`config.mk`:
```
export PLATFORM = sky130hd
export DESIGN_NAME = alu_result_stage
export DESIGN_NICKNAME = d
export VERILOG_FILES = /design/src/rtl/alu_result_stage.sv
export SDC_FILE = /design/constraint.sdc
export NUM_CORES = 1
export LEC_CHECK = 0
export CORE_ASPECT_RATIO = 0.8
export CORE_MARGIN = 2
export CORE_UTILIZATION = 48
export DETAILED_ROUTE_END_ITERATION = 16
export PLACE_DENSITY = 0.91
export SETUP_SLACK_MARGIN = 0.5
export SLEW_MARGIN = 10
export SYNTH_ARGS = -nofsm -noshare
export SYNTH_HDL_FRONTEND = slang
export SYNTH_SLANG_ARGS = --single-unit
```
`constraint.sdc`:
```
create_clock -name clk -period 4.5 [get_ports clk]
set_clock_uncertainty 0.15 [all_clocks]
set_input_delay 0.675 -clock clk [delete_from_list [all_inputs] [get_ports clk]]
set_output_delay 0.675 -clock clk [all_outputs]
set_load 0.01 [all_outputs]
```
`src/rtl/alu_result_stage.sv`:
```
// alu_result_stage: registered output stage behind the ALU's 8:1 result muxes.
// Captures result plus status flags at push time and presents them on a
// valid/ready interface through a 2-entry skid buffer (output entry + skid
// entry), so out_ready never reaches in_ready combinationally.
// Counts output handshakes in xfer_cnt.
// Optional feature: define ALU_PARITY_EN to add the stored out_parity flag.
module alu_result_stage #(
  parameter int         WIDTH   = 32,
  parameter int         CNT_W   = 16,
  parameter logic [2:0] SEL_ADD = 3'b010,
  parameter logic [2:0] SEL_SUB = 3'b110
) (
  input  logic             clk,
  input  logic             reset,
  input  logic             in_valid,
  output logic             in_ready,
  input  logic [WIDTH-1:0] in_result,
  input  logic [2:0]       in_sel,
  input  logic             in_cout,
  input  logic             in_ovf,
  output logic             out_valid,
  input  logic             out_ready,
  output logic [WIDTH-1:0] out_result,
  output logic             out_zero,
  output logic             out_neg,
  output logic             out_carry,
  output logic             out_overflow,
`ifdef ALU_PARITY_EN
  output logic             out_parity,
`endif
  output logic [CNT_W-1:0] xfer_cnt
);

  typedef enum logic [1:0] {
    S_EMPTY = 2'd0,
    S_ONE   = 2'd1,
    S_FULL  = 2'd2
  } state_t;

  // One buffered result with the flags derived when it was pushed.
  typedef struct packed {
    logic [WIDTH-1:0] result;
    logic             zero;
    logic             neg;
    logic             carry;
    logic             overflow;
`ifdef ALU_PARITY_EN
    logic             parity;
`endif
  } entry_t;

  state_t     state_q, state_d;
  entry_t     out_q, skid_q, new_entry;
  logic       push, pop;
  logic       load_out, load_skid, move_skid;
  logic       is_arith;
  logic [CNT_W-1:0] cnt_q;

  // Handshake qualifiers; ready/valid are decodes of the state register only.
  assign in_ready  = (state_q != S_FULL);
  assign out_valid = (state_q != S_EMPTY);
  assign push      = in_valid & in_ready;
  assign pop       = out_valid & out_ready;

  // Build the entry that would be stored on a push; carry/overflow only
  // mean something for add and subtract.
  always_comb begin
    is_arith           = (in_sel == SEL_ADD) || (in_sel == SEL_SUB);
    new_entry          = '0;
    new_entry.result   = in_result;
    new_entry.zero     = (in_result == '0);
    new_entry.neg      = in_result[WIDTH-1];
    new_entry.carry    = is_arith & in_cout;
    new_entry.overflow = is_arith & in_ovf;
`ifdef ALU_PARITY_EN
    new_entry.parity   = ^in_result;
`endif
  end

  // Next-state and entry load controls.
  always_comb begin
    // NOTE: every output of this block gets a default first so no path leaves it unassigned (no latches).
    state_d   = state_q;
    load_out  = 1'b0;
    load_skid = 1'b0;
    move_skid = 1'b0;
    case (state_q)
      S_EMPTY: begin
        if (push) begin
          state_d  = S_ONE;
          load_out = 1'b1;
        end
      end
      S_ONE: begin
        if (push && pop) begin
          load_out = 1'b1;
        end else if (push) begin
          state_d   = S_FULL;
          load_skid = 1'b1;
        end else if (pop) begin
          state_d = S_EMPTY;
        end
      end
      S_FULL: begin
        if (pop) begin
          state_d   = S_ONE;
          move_skid = 1'b1;
        end
      end
      default: state_d = S_EMPTY;
    endcase
  end

  // State register; reset discards both entries.
  always_ff @(posedge clk) begin
    // NOTE: sequential state uses non-blocking assignments so all flops update together at the edge.
    if (reset) state_q <= S_EMPTY;
    else       state_q <= state_d;
  end

  // Output entry: the registers that drive out_*.
  always_ff @(posedge clk) begin
    if (reset)          out_q <= '0;
    else if (load_out)  out_q <= new_entry;
    else if (move_skid) out_q <= skid_q;
  end

  // Skid entry, only written when the stage goes ONE -> FULL.
  always_ff @(posedge clk) begin
    // NOTE: the skid entry has no reset; it is never observed until written, and the state register marks it invalid.
    if (load_skid) skid_q <= new_entry;
  end

  // Transfer counter, wraps naturally at 2^CNT_W.
  always_ff @(posedge clk) begin
    if (reset)    cnt_q <= '0;
    else if (pop) cnt_q <= cnt_q + 1'b1;
  end

  assign out_result   = out_q.result;
  assign out_zero     = out_q.zero;
  assign out_neg      = out_q.neg;
  assign out_carry    = out_q.carry;
  assign out_overflow = out_q.overflow;
`ifdef ALU_PARITY_EN
  assign out_parity   = out_q.parity;
`endif
  assign xfer_cnt     = cnt_q;

endmodule
```
==> metrics.md <==
| Metric | Value |
|---|---|
| WP buf/inv | `1` |
| Share of layout cells above drive strength 1 | `under 10%` |
| Synth cell count leaders | `dfxtp_1 (53), nor2_1 (50), mux2i_1 (36)` |
| CP max stage cell | `clkdlybuf4s50_1` |
| GR Util All Layers | `approximately a fifth` |
| Die H | `80.51 um` |
| # placed instances | `about 470` |
| Root buffer cell | `clkbuf_8` |
| Metal1 wirelength | `3.399 mm` |
| Sink Count | `~90` |
| Outcome | `complete, no violations` |
| Worst skew pair latency | `approximately 0.34 ns` |
| Post-CTS Hold Buffers | `0` |
| CTS tree | `done` |
| WP data arrival | `~2.6 ns` |
| Crit-path leading delay family | `simple AND/OR/NAND/NOR gates` |
| Yosys reg bits | `88` |
| Vias per std cell | `~5.5` |
| Hold slack | `roughly 0.34 ns` |
| Initial antenna violation count | `0` |
| Max VDD drop | `about 0.00021 V` |
| Final HPWL DP | `5.095 mm` |
| Post-DRT Antenna Nets | `0` |
| Final setup TNS | `0 ns` |
| Area contributors post-synth | `dfxtp_1 (30%), edfxtp_1 (30%), mux2i_1 (10%)` |
| Yosys top cell by area | `dfxtp_1` |
| Area growth, synth to finish | `33.99%` |
| Final setup fails | `0` |
| Detailed-route wire length per cell | `15.69 um` |
| Tcrit/Tclk final | `a little under three fifths` |
| Highest Signal Layer | `met4` |
| Largest net degree at the start of global routing | `71` |
| P_leak | `1.846 nW` |
| Ys async rst share | `0%` |
| CTS Buffer Depth | `2` |
| Most numerous cell in the Yosys netlist | `dfxtp_1` |
| Routed wire length | `roughly 7.5 mm` |
| Mapped Cells | `302` |
| Vias in the first global route | `around 2500` |
| Critical path type | `in -> reg` |
| YS warnings | `0` |
| Normalized max-slew margin | `~32%` |
| Die Area | `approximately 8000 um^2` |
| Gpl congestion | `about 0.83` |
| Fmax | `0.3987 GHz` |
| Vias | `around 2600` |
| Global-route wire length before repair | `~12 mm` |
| Sequential element share of the synthesized area | `around three fifths` |
| # IOs | `95` |
| Final cell count without fillers | `around 480` |
| Fin crit period | `2.508 ns` |
| Core ar. | `about 7000 um^2` |
| Synth top area share | `about 30%` |
| Synth Flop Type | `dfxtp_1` |
| Critical path endpoint category | `register` |
| CP max stage delay | `between 0.7 and 0.8 ns` |
| Critical-path cell list | `clkdlybuf4s50_1 > o211ai_2 > or2_1 > or4_1 > a21oi_1` |
| Row count | `27` |
| GRT Residual Overflow | `0` |
| First DRT Iteration DRCs | `75` |
| Routed met2 length | `roughly 3.6 mm` |
| Final Max Tran Viols | `0` |
| Power Density | `approximately 350 nW/um^2` |
| Critical path startpoint category | `primary input` |
| # H-tree levels | `3` |
| I/O Buffers | `93` |
| Slew @ Worst Pin | `about 1 ns` |
| Post-synth EDFFs | `35` |
| Synthesized area per cell | `around 12 um^2` |
| Max-cap viol count | `0` |
| Post-CTS Setup Inserts | `0` |
| CTS resizes | `0` |
| Syn_nets | `344` |
| Area after DPL | `about 4500 um^2` |
| RSZ-0062 raised after global routing | `no` |
| Clk pin slew, worst setup/hold paths | `0.08 ns` |
| Largest fanout on the critical path | `10` |
| Critical Path RT | `between 4 and 5 ns` |
| Die W | `approximately 100 um` |
| TritonCTS Buffers | `9` |
| Netlist Area Pre-Place | `around 3500 um^2` |
| Distinct cells, synth | `38` |
| Fin nets | `~430` |
| Diode count | `0` |
| # fillers | `between 500 and 600` |
| Starting Density | `roughly half` |
| Iteration count of the initial detailed-routing pass | `4` |
| Final hold vios | `0` |
| Total power draw | `around 1.7 mW` |
| Hold Crit Class | `reg -> reg` |
| Design area | `4706 um^2` |
| Met3 WL | `around 440 um` |
| DR DRC count | `0` |
==> state kept, by name, summed over array words and instances (netlist names) <==
name / count
state_q: 2
out_overflow: 1
xfer_cnt: 16
out_carry: 1
out_result: 32
out_zero: 1
skid_q: 35
==> layout make-up <==
| class | count | area, um^2 | share of cell area [%] |
|---|---|---|---|
| sequential | 88 | 2112 | 44.88 |
| multi-input combinational | 192 | 1316 | 27.97 |
| timing repair buffer | 97 | 955.9 | 20.31 |
| clock buffer | 14 | 173.9 | 3.696 |
| tap | 87 | 108.9 | 2.313 |
| clock inverter | 2 | 35.03 | 0.7445 |
| inverter | 1 | 3.754 | 0.07977 |
==> worst min-delay path, stage by stage, from the launching register on <==
cell	delay [ns]
dfxtp_1	0.33
o31ai_1	0.06
a21oi_1	0.05
==> final timing paths <==
| path | startpoint | endpoint | slack, ns | depth (start not counted) |
|---|---|---|---|---|
| worst max register to register | state_q[0]$_SDFFE_PP0P_ | out_result[12]$_SDFFE_PP0P_ | 2.53 | 5 |
| worst min register to register | xfer_cnt[15]$_SDFFE_PP0P_ | xfer_cnt[15]$_SDFFE_PP0P_ | 0.34 | 2 |
| worst max-delay path | out_ready | xfer_cnt[15]$_SDFFE_PP0P_ | 1.99 | 5 |
| worst min-delay path | xfer_cnt[15]$_SDFFE_PP0P_ | xfer_cnt[15]$_SDFFE_PP0P_ | 0.34 | 2 |
==> where the power goes <==
group	switching (mW)	internal [mW]
Combinational	0.0975	0.116
Clock	0.252	0.306
Sequential	0.0219	0.867
==> per-stage QoR <==
stage | setup slack, ns | util [%]
finish | 1.992 | 67.29
global placement | 1.684 | 64.30
global route | 1.854 | 67.29
floorplan | 1.631 | -
CTS | 2.017 | 67.29
detailed placement | 1.652 | 64.30
==> kinds of logic after synthesis <==
kind of cell	Yosys count	synth area share, %
mux	36	10.26
compound gates	50	10.51
buf+inv	22	3.028
flops	88	60.14
xor+xnor	12	2.992
fa+ha+maj	1	0.3562
simple gates	93	12.72
==> layout by cell type, fill, tap and decap left out, types with 2 or more instances in the layout <==
cell	Yosys	final
xor2_1	8	8
nor2_1	50	50
clkdlybuf4s50_1	0	92
a21oi_1	6	6
clkbuf_8	0	10
and3b_1	2	2
or4_1	2	2
edfxtp_1	35	35
buf_4	3	4
nand4_1	7	7
nor4_1	9	9
nor3_1	2	2
nand2_1	9	9
a211oi_1	34	34
o21a_1	2	2
dfxtp_1	53	53
mux2i_1	36	36
clkbuf_1	13	3
o31ai_1	2	2
xnor2_1	4	4
and4_1	2	2
==> routing by layer <==
layer  track usage, %  up-vias
met2            31.82       86
met5                0        -
li1                 -     1289
met3            5.048        9
met1            26.15     1262
met4            7.260        0
No activity file was read; power rests on OpenSTA's default activity.
